==> config.mk <==
export PLATFORM = sky130hd
export DESIGN_NAME = accum_rmw_pipe
export DESIGN_NICKNAME = d
export VERILOG_FILES = /design/src/rtl/accum_rmw_pipe.sv
export SDC_FILE = /design/constraint.sdc
export NUM_CORES = 1
export LEC_CHECK = 0
export CAP_MARGIN = 20
export CORE_ASPECT_RATIO = 1.5
export CORE_UTILIZATION = 55
export DETAILED_ROUTE_END_ITERATION = 10
export PLACE_DENSITY = 0.85
export RECOVER_POWER = 25
export SLEW_MARGIN = 20
export SYNTH_ARGS = -nofsm -noshare
export SYNTH_HDL_FRONTEND = slang
export SYNTH_SLANG_ARGS = --single-unit
export TNS_END_PERCENT = 100
==> constraint.sdc <==
create_clock -name clk -period 13.27 [get_ports clk]
set_input_delay 2.654 -clock clk [delete_from_list [all_inputs] [get_ports clk]]
set_output_delay 2.654 -clock clk [all_outputs]
set_load 0.05 [all_outputs]
==> src/rtl/accum_rmw_pipe.sv <==
`default_nettype none
// ============================================================================
// Module   : accum_rmw_pipe
// Purpose  : Pipelined read-modify-write accumulator for a row-partial-sum
//            memory held in an external simple-dual-port BRAM (1-cycle read
//            latency, read-first). One accumulation per clock, with forwarding
//            for back-to-back hits on a row. A clear sequencer zeroes rows
//            0..DEPTH-1 between tiles. SATURATE selects wrap-around (0) or
//            signed saturating (1) addition.
// Ports    : clk, reset (async, active-high)
//            in_valid/in_ready/in_row/in_prod : product input handshake
//            clear_start / clear_done          : clear request / done pulse
//            busy, sat_flag, acc_count         : status
//            rd_en/rd_addr/rd_data             : BRAM read port
//            wr_en/wr_addr/wr_data             : BRAM write port
// Revision : 1.0 - initial release
// ============================================================================
module accum_rmw_pipe #(
  parameter int DATA_W   = 64,
  parameter int ADDR_W   = 10,
  parameter int DEPTH    = 1024,  // 1 <= DEPTH <= 2**ADDR_W
  parameter int SATURATE = 0
) (
  input  logic              clk,
  input  logic              reset,
  input  logic              in_valid,
  output logic              in_ready,
  input  logic [ADDR_W-1:0] in_row,
  input  logic [DATA_W-1:0] in_prod,
  input  logic              clear_start,
  output logic              clear_done,
  output logic              busy,
  output logic              sat_flag,
  output logic [31:0]       acc_count,
  output logic              rd_en,
  output logic [ADDR_W-1:0] rd_addr,
  input  logic [DATA_W-1:0] rd_data,
  output logic              wr_en,
  output logic [ADDR_W-1:0] wr_addr,
  output logic [DATA_W-1:0] wr_data
);

  typedef enum logic [1:0] {
    ST_IDLE  = 2'd0,
    ST_DRAIN = 2'd1,
    ST_CLEAR = 2'd2
  } state_t;

  localparam logic [ADDR_W-1:0] c_LAST_ADDR = ADDR_W'(DEPTH - 1);
  localparam logic [ADDR_W-1:0] c_ADDR_ONE  = ADDR_W'(1);
  localparam logic [DATA_W-1:0] c_MAX       = {1'b0, {(DATA_W-1){1'b1}}};
  localparam logic [DATA_W-1:0] c_MIN       = {1'b1, {(DATA_W-1){1'b0}}};
  localparam logic [31:0]       c_CNT_MAX   = 32'hFFFF_FFFF;

  state_t              r_state;
  state_t              w_state_nxt;
  logic [ADDR_W-1:0]   r_clr_addr;
  logic                w_ready_fsm;
  logic                w_clr_last;
  logic                w_accept;

  // Stage registers
  logic                r_s1_valid;
  logic [ADDR_W-1:0]   r_s1_row;
  logic [DATA_W-1:0]   r_s1_prod;
  logic                r_s2_valid;
  logic [ADDR_W-1:0]   r_s2_row;
  logic [DATA_W-1:0]   r_s2_sum;
  logic                r_s3_valid;
  logic [ADDR_W-1:0]   r_s3_row;
  logic [DATA_W-1:0]   r_s3_sum;

  logic [DATA_W-1:0]   w_operand;
  logic [DATA_W-1:0]   w_raw;
  logic [DATA_W-1:0]   w_sum;
  logic                w_clamp;

  logic                r_clear_done;
  logic                r_sat_flag;
  logic [31:0]         r_acc_count;

  // --------------------------------------------------------------------------
  // Control FSM
  // --------------------------------------------------------------------------
  always_ff @(posedge clk or posedge reset) begin
    if (reset) begin
      r_state <= ST_IDLE;
    end else begin
      r_state <= w_state_nxt;
    end
  end

  always_comb begin
    w_state_nxt = r_state;
    w_ready_fsm = 1'b0;
    w_clr_last  = 1'b0;
    case (r_state)
      ST_IDLE: begin
        // A clear request beats a simultaneous product.
        w_ready_fsm = ~clear_start;
        if (clear_start) begin
          w_state_nxt = ST_DRAIN;
        end
      end
      ST_DRAIN: begin
        // S3 must be empty too so no stale forward survives into the clear.
        if (!r_s1_valid && !r_s2_valid && !r_s3_valid) begin
          w_state_nxt = ST_CLEAR;
        end
      end
      ST_CLEAR: begin
        if (r_clr_addr == c_LAST_ADDR) begin
          w_clr_last  = 1'b1;
          w_state_nxt = ST_IDLE;
        end
      end
      default: begin
        w_state_nxt = ST_IDLE;
      end
    endcase
  end

  always_ff @(posedge clk or posedge reset) begin
    if (reset) begin
      r_clr_addr <= '0;
    end else if (r_state == ST_CLEAR && !w_clr_last) begin
      r_clr_addr <= r_clr_addr + c_ADDR_ONE;
    end else begin
      r_clr_addr <= '0;
    end
  end

  // --------------------------------------------------------------------------
  // S0: accept and issue the BRAM read
  // --------------------------------------------------------------------------
  assign in_ready = w_ready_fsm & ~reset;
  assign w_accept = in_valid & in_ready;
  assign rd_en    = w_accept;
  assign rd_addr  = w_accept ? in_row : '0;

  always_ff @(posedge clk or posedge reset) begin
    if (reset) begin
      r_s1_valid <= 1'b0;
      r_s1_row   <= '0;
      r_s1_prod  <= '0;
    end else begin
      r_s1_valid <= w_accept;
      if (w_accept) begin
        r_s1_row  <= in_row;
        r_s1_prod <= in_prod;
      end
    end
  end

  // --------------------------------------------------------------------------
  // S1: operand select and add. The youngest in-flight write to the same row
  // wins; BRAM data is only current for rows not written in the last 2 cycles.
  // --------------------------------------------------------------------------
  always_comb begin
    w_operand = rd_data;
    if (r_s2_valid && (r_s2_row == r_s1_row)) begin
      w_operand = r_s2_sum;
    end else if (r_s3_valid && (r_s3_row == r_s1_row)) begin
      w_operand = r_s3_sum;
    end
  end

  assign w_raw = r_s1_prod + w_operand;

  generate
    if (SATURATE != 0) begin : g_sat
      logic w_ovf;
      // Overflow: operands share a sign and the result sign differs.
      assign w_ovf   = (r_s1_prod[DATA_W-1] == w_operand[DATA_W-1]) &&
                       (w_raw[DATA_W-1] != r_s1_prod[DATA_W-1]);
      assign w_sum   = w_ovf ? (r_s1_prod[DATA_W-1] ? c_MIN : c_MAX) : w_raw;
      assign w_clamp = w_ovf;
    end else begin : g_wrap
      assign w_sum   = w_raw;
      assign w_clamp = 1'b0;
    end
  endgenerate

  // --------------------------------------------------------------------------
  // S2 (write) and S3 (last-written holding register)
  // --------------------------------------------------------------------------
  always_ff @(posedge clk or posedge reset) begin
    if (reset) begin
      r_s2_valid <= 1'b0;
      r_s2_row   <= '0;
      r_s2_sum   <= '0;
      r_s3_valid <= 1'b0;
      r_s3_row   <= '0;
      r_s3_sum   <= '0;
    end else begin
      r_s2_valid <= r_s1_valid;
      if (r_s1_valid) begin
        r_s2_row <= r_s1_row;
        r_s2_sum <= w_sum;
      end
      r_s3_valid <= w_clr_last ? 1'b0 : r_s2_valid;
      if (r_s2_valid) begin
        r_s3_row <= r_s2_row;
        r_s3_sum <= r_s2_sum;
      end
    end
  end

  // Clear writes only happen in CLEAR, where S2 is guaranteed empty.
  assign wr_en   = r_s2_valid | (r_state == ST_CLEAR);
  assign wr_addr = (r_state == ST_CLEAR) ? r_clr_addr :
                   (r_s2_valid ? r_s2_row : '0);
  assign wr_data = r_s2_valid ? r_s2_sum : '0;

  // --------------------------------------------------------------------------
  // Status
  // --------------------------------------------------------------------------
  always_ff @(posedge clk or posedge reset) begin
    if (reset) begin
      r_clear_done <= 1'b0;
      r_sat_flag   <= 1'b0;
      r_acc_count  <= '0;
    end else begin
      r_clear_done <= w_clr_last;
      if (w_clr_last) begin
        r_sat_flag  <= 1'b0;
        r_acc_count <= '0;
      end else begin
        if (r_s1_valid && w_clamp) begin
          r_sat_flag <= 1'b1;
        end
        if (r_s2_valid && (r_acc_count != c_CNT_MAX)) begin
          r_acc_count <= r_acc_count + 32'd1;
        end
      end
    end
  end

  assign clear_done = r_clear_done;
  assign sat_flag   = r_sat_flag;
  assign acc_count  = r_acc_count;
  assign busy       = (r_state != ST_IDLE) | r_s1_valid | r_s2_valid;

endmodule
`default_nettype wire
==> results.json, run 1 <==
{
  "via_per_inst": 5.84,
  "cellLeakagePower_nw": 8.86,
  "syn_inst": 1768,
  "ant_nets": 0,
  "coreArea_um2": 28900,
  "seq_power_share_pct": 37.1,
  "antenna_found_initial": 3,
  "finalSetupViolCount": 0,
  "hold_buffers": 0,
  "finalHoldViolCount": 0,
  "vias": 13900,
  "ys_seq_area_share_pct": 41.5,
  "synth_top_cell_by_area": "dfrtp_1",
  "period_share_pct": 71.1,
  "grt_pass1_vias": 14200,
  "async_flop_share_pct": 100,
  "drtPass1Iterations": 5,
  "irDropWorstVdd_mv": 0.119,
  "synth_cell_type_count": 77,
  "design_area_um2": 20000,
  "track_usage_pct": 29.3,
  "synthTopCellsByArea": "dfrtp_1 (41%), mux2_2 (8.2%), nand2_1 (6.6%), ha_1 (5.5%), a21oi_1 (4.5%)",
  "clk_path_buf_depth": 3,
  "cts_made_buffers": 27,
  "die_x_um": 143,
  "cp.required_ps": 10620,
  "clk_latency_ps": 560,
  "combPwrFrac_pct": 43.2,
  "max_freq_mhz": 106,
  "path_clk_slew_ps": 60,
  "worstSetupEndpointType": "output pin",
  "synth-main-ff-cell": "dfrtp_1",
  "synth_top_cell_area_share_pct": 41.5,
  "power.density_nw_per_um2": 198,
  "p_clk_share_pct": 19.6,
  "place_ws_ps": 4530,
  "post_dp_cell_area_um2": 19200,
  "nets": 2188,
  "switching_power_mw": 1.58,
  "skew_ps": 8.53,
  "grt_max_degree": 176,
  "drt_wl_total_um": 44000,
  "synth_edf_count": 0,
  "wl_per_cell_um": 18.5,
  "path_class": "flip-flop to output pin",
  "cts_num_sinks": 270,
  "setup_tns_ps": 0,
  "drc": 0,
  "violations": "capacitance limit, slew limit",
  "cts_tree": "done",
  "root_buffer": "clkbuf_16",
  "syn_area_um2": 16300,
  "cts_setup_buffers": 0,
  "gp_congestion": 0.941,
  "die_h_um": 213,
  "start_util_pct": 56.4,
  "yosys_warnings": 0,
  "grt-ovfl-total": 0,
  "cts_resized": 0,
  "fp-row-count": 76,
  "period_needed_ps": 9430,
  "worstMarginPinSlew_ps": 4280,
  "finalPower_mw": 3.95,
  "layout_common_cells": "nand2_1 (287), dfrtp_1 (270), clkdlybuf4s50_1 (261)",
  "max-cap-violations": 5,
  "io_pins": 264,
  "avgSynthCellArea_um2": 9.22,
  "h-tree-depth": 1,
  "cp_max_fo": 81,
  "cp.arrival_ps": 6770,
  "slew_viol_final": 338,
  "final_common_cell": "nand2_1",
  "cp-start-kind": "flip-flop",
  "synthesis.nets": 1982,
  "port_buffers": 262,
  "timing.final.ws_setup_ps": 3840,
  "area_growth_pct": 22.8,
  "maxSlewHeadroom_pct": -187,
  "ys_seq_elements": 270,
  "drtIter0Drc": 778,
  "switching_share_pct": 39.9,
  "n_fill_cell": 2270,
  "hpwl_um": 30800,
  "die-area_um2": 30300,
  "p_int_mw": 2.38,
  "outcome": "finished with violations",
  "grt_pass1_wl_um": 70200,
  "utilization_pct": 69.2,
  "hp-class": "flip-flop to flip-flop",
  "drive_above_1_share_pct": 9.65,
  "rsz0062_at_grt": "no"
}
-- power groups by stage --
stage / logic (mW) / clock network [mW] / registers, mW
after floorplan: 1.30 / 0 / 1.38
after global placement: 1.63 / 0 / 1.45
after detailed placement: 1.68 / 0 / 1.47
after CTS: 1.69 / 0.788 / 1.47
after global routing: 1.88 / 0.821 / 1.51
final: 1.71 / 0.776 / 1.47
-- layout make-up --
| cell class | instances | area [µm²] | share of cell area [%] |
|---|---|---|---|
| Antenna cell | 2 | 5.00 | 0.0250 |
| Inverter | 36 | 136 | 0.682 |
| Timing Repair Buffer | 274 | 2710 | 13.6 |
| Clock inverter | 10 | 126 | 0.632 |
| Sequential cell | 270 | 6760 | 33.8 |
| Multi-Input combinational cell | 1365 | 9010 | 45.1 |
| Clock buffer | 35 | 766 | 3.83 |
| Tap cell | 390 | 488 | 2.44 |
-- flip-flops by register name (all words and copies together) (netlist names) --
register / count
acc_count: 32
r_s1_row: 10
r_s2_sum: 64
r_s2_row: 10
r_clr_addr: 10
r_s3_row: 10
clear_done: 1
r_s3_valid: 1
r_s2_valid: 1
r_s3_sum: 64
r_s1_valid: 1
r_s1_prod: 64
r_state: 2
-- worst max-delay path, cell delays in order, from the launching register on --
cell             delay (ps)
dfrtp_1                2180
clkbuf_1               2340
nand2_1                 390
o21ai_0                 430
clkdlybuf4s50_1         860
-- per-layer routing --
metal / vias to the layer above / global-route usage (%) / wire length, µm
met4: 2 / 16.6 / 2290
met3: 143 / 3.59 / 2170
met2: 472 / 53.4 / 22900
met1: 6732 / 32.7 / 16600
li1: 6557 / - / -
met5: - / 0 / 13
-- cell families (layout without fill, tap and decap cells) --
logic type      Yosys count  count (layout)  synth area share [%]
other cells               1               3                0.0230
simple gates            658             658                  18.5
fa+ha+maj                72              72                  5.57
compound gates          346             346                  13.5
flops                   270             270                  41.5
mux                     186             186                  12.3
xor+xnor                102             102                  5.48
buf+inv                 133             355                  3.15
-- cell usage after synthesis, types with 5 or more instances --
master	instances
nand2_1	288
dfrtp_1	270
nor2_1	157
a21oi_1	146
mux2_2	118
clkbuf_1	81
ha_1	71
and2_1	69
mux2i_1	68
xnor2_1	57
o21ai_0	47
a21o_1	46
xor2_1	45
inv_1	36
nand3_1	25
nand4_1	25
and3_1	20
o21ai_1	19
nor3_1	16
or3_1	13
buf_1	12
a31oi_1	9
o21bai_1	9
nor4_1	7
and4_1	6
nor2b_1	6
o21a_1	6
o2111ai_1	5
o31ai_1	5
or4_1	5
-- final timing paths --
check	from	endpoint	slack [ps]	depth (start not counted)
max	r_s2_valid	wr_addr[1]	3840	4
min	r_s1_prod[21]	r_s1_prod[21]	480	2
max reg2reg	r_s2_valid	r_s2_sum[53]	4310	15
min reg2reg	r_s1_prod[21]	r_s1_prod[21]	480	2
max in group asynchronous	reset	r_s1_prod[50]	7230	3
min in group asynchronous	reset	acc_count[10]	3890	2
-- per-stage QoR --
step,hold WS [ps],cells
floorplan,352,1768
global placement,466,2334
detailed placement,470,2334
CTS,486,2379
global route,502,2382
finish,480,2382
(Power assumes the default switching activity.)
==> inputs of run 2 (changes only) <==
==> constraint.sdc (replaced) <==
create_clock -name clk -period 8.9 [get_ports clk]
set_input_delay 1.78 -clock clk [delete_from_list [all_inputs] [get_ports clk]]
set_output_delay 1.78 -clock clk [all_outputs]
set_load 0.05 [all_outputs]
==> run 2 against run 1 <==
  * The flow still finishes with violations (capacitance limit, slew limit)
  * Sequential share of layout area is essentially flat
  * Via count grew 1.0%
  * Critical path depth grew 11
  * Clock skew grew 26 ps
  * Global-route usage grew 0.35 points
  * Combinational power grew 50%
  * Setup slack lost 1300 ps
  * Sequential power grew 49%
==> results.json, run 2 (same netlist as run 1, synthesis figures left out) <==
{
  "use_met2_pct": 53.9,
  "cellLeakagePower_nw": 8.88,
  "seq_power_share_pct": 37.4,
  "drtPass1Iterations": 5,
  "worstSetupEndpointType": "flip-flop",
  "track_usage_pct": 29.6,
  "h-tree-depth": 1,
  "cts_tree": "done",
  "switching_power_mw": 2.35,
  "hold_buffers": 0,
  "grt_pass1_wl_um": 71400,
  "cts_resized": 0,
  "io_pins": 264,
  "setup_tns_ps": 0,
  "path_clk_slew_ps": 60,
  "multi_input_area_um2": 9030,
  "outcome": "finished with violations",
  "via_per_inst": 5.89,
  "drt_wl_total_um": 44400,
  "rsz0062_at_grt": "no",
  "max-cap-violations": 2,
  "cts_made_buffers": 26,
  "port_buffers": 262,
  "fin_hold_ws_ps": 484,
  "finalPower_mw": 5.86,
  "hold_end": "r_s1_prod[6]",
  "gp_congestion": 0.934,
  "r2r_start": "r_s2_valid",
  "drc": 0,
  "slew_viol_final": 131,
  "clk_path_buf_depth": 3,
  "p_clk_share_pct": 19.0,
  "cp-start-kind": "flip-flop",
  "area_growth_pct": 22.8,
  "max_freq_mhz": 156,
  "irDropWorstVdd_mv": 0.209,
  "combPwrFrac_pct": 43.6,
  "post_dp_cell_area_um2": 19200,
  "p_int_mw": 3.50,
  "path_class": "flip-flop to flip-flop",
  "grt_pass1_vias": 14400,
  "violations": "capacitance limit, slew limit",
  "switching_share_pct": 40.2,
  "wl_per_cell_um": 18.6,
  "drive_above_1_share_pct": 9.78,
  "use_met1_pct": 33.1,
  "worstMarginPinSlew_ps": 3010,
  "period_share_pct": 71.9,
  "nets": 2190,
  "place_ws_ps": 2780,
  "power.density_nw_per_um2": 293,
  "cts_setup_buffers": 0,
  "die_h_um": 213,
  "timing.final.ws_setup_ps": 2500,
  "finalSetupViolCount": 0,
  "dp_cells": 2337,
  "maxSlewHeadroom_pct": -101,
  "use_met3_pct": 3.83,
  "ant_nets": 0,
  "grt_max_degree": 197,
  "regToRegSetupSlack_ps": 2500,
  "n_fill_cell": 2242,
  "die_x_um": 143,
  "design_area_um2": 20000,
  "cts_num_sinks": 270,
  "antenna_found_initial": 2,
  "grt-ovfl-total": 0,
  "largest_registers": "r_s1_prod x64, r_s2_sum x64, r_s3_sum x64",
  "cp.required_ps": 9340,
  "reg2reg_depth": 15,
  "finalHoldViolCount": 0,
  "hp-class": "flip-flop to flip-flop",
  "layout_common_cells": "nand2_1 (287), dfrtp_1 (270), clkdlybuf4s50_1 (261)",
  "utilization_pct": 69.2,
  "grt.busiest_layer": "met2",
  "period_needed_ps": 6400,
  "hp-start": "r_s1_prod[6]",
  "reg2reg_to": "r_s2_sum[31]",
  "hold_depth": 2,
  "skew_ps": 34.3,
  "register_area_um2": 6760,
  "cp_max_fo": 74,
  "final_common_cell": "nand2_1",
  "fin_cells": 2385,
  "die-area_um2": 30300,
  "start_util_pct": 56.4,
  "coreArea_um2": 28900,
  "clk_latency_ps": 570,
  "cp.arrival_ps": 6840,
  "root_buffer": "clkbuf_16",
  "drtIter0Drc": 786,
  "hpwl_um": 31400,
  "fp-row-count": 76,
  "vias": 14000
}
==> run 2: power groups by stage <==
| stage | Sequential [mW] | Clock (mW) | Combinational (mW) |
|---|---|---|---|
| global placement | 2.17 | 0 | 2.45 |
| finish | 2.19 | 1.11 | 2.56 |
| detailed placement | 2.20 | 0 | 2.51 |
| global route | 2.25 | 1.18 | 2.80 |
| floorplan | 2.05 | 0 | 1.95 |
| CTS | 2.18 | 1.13 | 2.53 |
==> run 2: final cells by class <==
| type | count | share of cell area (%) |
|---|---|---|
| Antenna cell | 1 | 0.0125 |
| Timing Repair Buffer | 277 | 13.8 |
| Multi-Input combinational cell | 1365 | 45.1 |
| Clock buffer | 39 | 3.84 |
| Sequential cell | 270 | 33.8 |
| Clock inverter | 7 | 0.375 |
| Inverter | 36 | 0.694 |
| Tap cell | 390 | 2.44 |
==> run 2: worst max path at each step <==
| stage | from | end | slack (ps) |
|---|---|---|---|
| floorplan | reset | acc_count[0] | 3550 |
| global placement | clear_start | rd_en | 2790 |
| detailed placement | clear_start | rd_en | 2780 |
| CTS | reset | rd_en | 2760 |
| global route | r_s2_valid | r_s2_sum[31] | 1980 |
| finish | r_s2_valid | r_s2_sum[31] | 2500 |
==> run 2: metal layers <==
metal	part of all wire, %	wire length [µm]	up-vias
met5	0.032	14	-
met4	5.2	2320	2
met3	5.3	2330	157
met2	52	22900	487
met1	38	16800	6841
li1	-	-	6560
==> run 2: critical path, cell delays in order (launching register included) <==
cell and delay [ps]:
dfrtp_1 1890, nand4_1 370, buf_4 420, buf_4 360, nor2_1 160, a21oi_1 70, ha_1 390, and3_1 200
a211o_1 360, a32oi_1 240, nand2_1 180, a21oi_2 260, o21ai_1 220, a2111oi_0 690, o211ai_1 180, o311ai_1 210
==> inputs of run 3 (changes only) <==
--- a/config.mk
+++ b/config.mk
@@ -7,9 +7,9 @@
 export LEC_CHECK = 0
 export CAP_MARGIN = 20
 export CORE_ASPECT_RATIO = 1.5
-export CORE_UTILIZATION = 55
+export CORE_UTILIZATION = 49
 export DETAILED_ROUTE_END_ITERATION = 10
-export PLACE_DENSITY = 0.85
+export PLACE_DENSITY = 0.8
 export RECOVER_POWER = 25
 export SLEW_MARGIN = 20
 export SYNTH_ARGS = -nofsm -noshare
==> constraint.sdc (replaced) <==
create_clock -name clk -period 5.45 [get_ports clk]
set_input_delay 1.09 -clock clk [delete_from_list [all_inputs] [get_ports clk]]
set_output_delay 1.09 -clock clk [all_outputs]
set_load 0.05 [all_outputs]
==> run 3 against run 2 <==
  * The flow still finishes with violations (capacitance limit, slew limit)
  * Critical path depth rose by 2
  * Die area rose by 12%
  * Clock-buffer cell count fell by 1
  * Combinational power rose by 63%
  * Total power rose by 66%
  * Core utilization fell by 7.4 points
  * Setup slack got worse by 1900 ps
  * Sequential cell count did not move
  * First-iteration DRC count fell by 1.7%
  * Cell area rose by 0.74%
  * Clock power rose by 77%
  * Critical endpoint is now r_s2_sum[53]
  * Largest cell class unchanged
==> results.json, run 3 (same netlist as run 1, synthesis figures left out) <==
{
  "coreArea_um2": 32600,
  "cts_num_sinks": 270,
  "finalSetupViolCount": 0,
  "finalHoldViolCount": 0,
  "cts_made_buffers": 27,
  "fp-row-count": 81,
  "cellLeakagePower_nw": 8.93,
  "n_fill_cell": 2684,
  "register_area_um2": 6760,
  "slowest_delay_ps": 460,
  "max-cap-violations": 2,
  "wl_per_cell_um": 18.3,
  "rsz0062_at_grt": "no",
  "outcome": "finished with violations",
  "drive_above_1_share_pct": 10.2,
  "drc": 0,
  "path_clk_slew_ps": 60,
  "wl_met2_um": 23000,
  "skew_ps": 22.1,
  "die_x_um": 151,
  "grt_max_degree": 150,
  "path_class": "flip-flop to flip-flop",
  "gp_congestion": 0.936,
  "crit_chain": "xnor2_1 > nand4_1 > nor4_1 > nand4_1 > buf_4 > nor2_1 > a21oi_1 > ha_1 > a21oi_1 > o21ai_1 > a221oi_1 > nand3_1 > o21ai_1 > a21oi_1 > o31ai_1 > mux2i_1 > o221ai_1",
  "start_util_pct": 49.9,
  "via_per_inst": 5.73,
  "cp.arrival_ps": 5260,
  "grt-ovfl-total": 0,
  "irDropWorstVdd_mv": 0.239,
  "ant_nets": 0,
  "drtPass1Iterations": 5,
  "h-tree-depth": 1,
  "worstMarginPinSlew_ps": 3370,
  "port_buffers": 262,
  "layout_common_cells": "nand2_1 (287), dfrtp_1 (269), clkdlybuf4s50_1 (260)",
  "worstSetupEndpointType": "flip-flop",
  "track_usage_pct": 26.3,
  "crit_top_cell": "a21oi_1",
  "grt_pass1_vias": 14200,
  "cp.required_ps": 5840,
  "die_h_um": 225,
  "multi_input_area_um2": 9040,
  "clk_latency_ps": 560,
  "final_common_cell": "nand2_1",
  "drtIter0Drc": 773,
  "wl_met1_um": 17300,
  "fin_hold_ws_ps": 488,
  "area_growth_pct": 23.7,
  "design_area_um2": 20200,
  "met3_length_um": 2180,
  "hp-class": "flip-flop to flip-flop",
  "max_freq_mhz": 205,
  "root_buffer": "clkbuf_16",
  "cp_max_fo": 26,
  "diodes": 0,
  "antenna_found_initial": 1,
  "power.density_nw_per_um2": 482,
  "post_dp_cell_area_um2": 19300,
  "period_share_pct": 89.3,
  "maxSlewHeadroom_pct": -125,
  "finalPower_mw": 9.72,
  "slew_viol_final": 272,
  "period_needed_ps": 4870,
  "hpwl_um": 31700,
  "die-area_um2": 34000,
  "cts_resized": 0,
  "io_pins": 264,
  "cts_tree": "done",
  "violations": "capacitance limit, slew limit",
  "slowest_stage": "nand4_1",
  "grt_pass1_wl_um": 71300,
  "vias": 13800,
  "drt_wl_total_um": 44200,
  "hold_buffers": 0,
  "nets": 2192,
  "clk_path_buf_depth": 3,
  "dr.max_layer_used": "met5",
  "cp-start-kind": "flip-flop",
  "cts_setup_buffers": 0,
  "setup_tns_ps": 0,
  "largest_registers": "r_s1_prod x64, r_s2_sum x64, r_s3_sum x64"
}
==> run 3: changes by cell type in the layout (fill, tap and decap cells not counted), moves of 2 or more <==
cell,change
clkbuf_1,-2
bufinv_16,+3
clkbuf_8,-2
buf_12,+2
==> run 3: final timing paths <==
| check | start | to | slack (ps) | depth (start not counted) |
|---|---|---|---|---|
| max | r_s1_row[9] | r_s2_sum[53] | 580 | 17 |
| min | r_s1_prod[33] | r_s1_prod[33] | 490 | 2 |
| max reg2reg | r_s1_row[9] | r_s2_sum[53] | 580 | 17 |
| min reg2reg | r_s1_prod[33] | r_s1_prod[33] | 490 | 2 |
| max in group asynchronous | reset | r_s1_prod[34] | 1090 | 3 |
| min in group asynchronous | reset | acc_count[19] | 2120 | 3 |
==> run 3: worst max-delay path, delay by kind of cell (launching register included) <==
family,cells,cell delay (ps)
and+or+nand+nor,5,1200
xor gates and xnor gates,1,190
DFF,1,420
AOI/OAI and AO/OA,8,1840
buffers and inverters,1,400
adders and majority gates,1,390
muxes,1,240
==> run 3: routing by layer <==
metal / up-vias / global-route usage [%]
met5: - / 0
met4: 2 / 11.1
met3: 108 / 3.00
met2: 412 / 48.1
met1: 6734 / 30.4
li1: 6568 / -
==> run 3: power breakdown <==
| part | switching, mW | leakage (nW) | internal, mW |
|---|---|---|---|
| combinational | 2.31 | 5.08 | 1.86 |
| sequential | 0.740 | 3.40 | 2.84 |
| clock | 0.801 | 0.457 | 1.17 |
==> run 3: final cells by class <==
cell class | instances | share of cell area, %
multi-input combinational | 1365 | 44.9
sequential | 270 | 33.5
timing repair buffer | 278 | 13.7
clock buffer | 38 | 3.80
tap | 415 | 2.57
clock inverter | 11 | 0.819
inverter | 36 | 0.676
==> run 3: per-stage QoR <==
| stage | cells | util [%] | setup WS (ps) |
|---|---|---|---|
| floorplan | 1768 | - | 793 |
| global placement | 2364 | 59.0 | 672 |
| detailed placement | 2364 | 59.0 | 582 |
| CTS | 2413 | 61.9 | 598 |
| global route | 2413 | 61.8 | 207 |
| finish | 2413 | 61.8 | 581 |
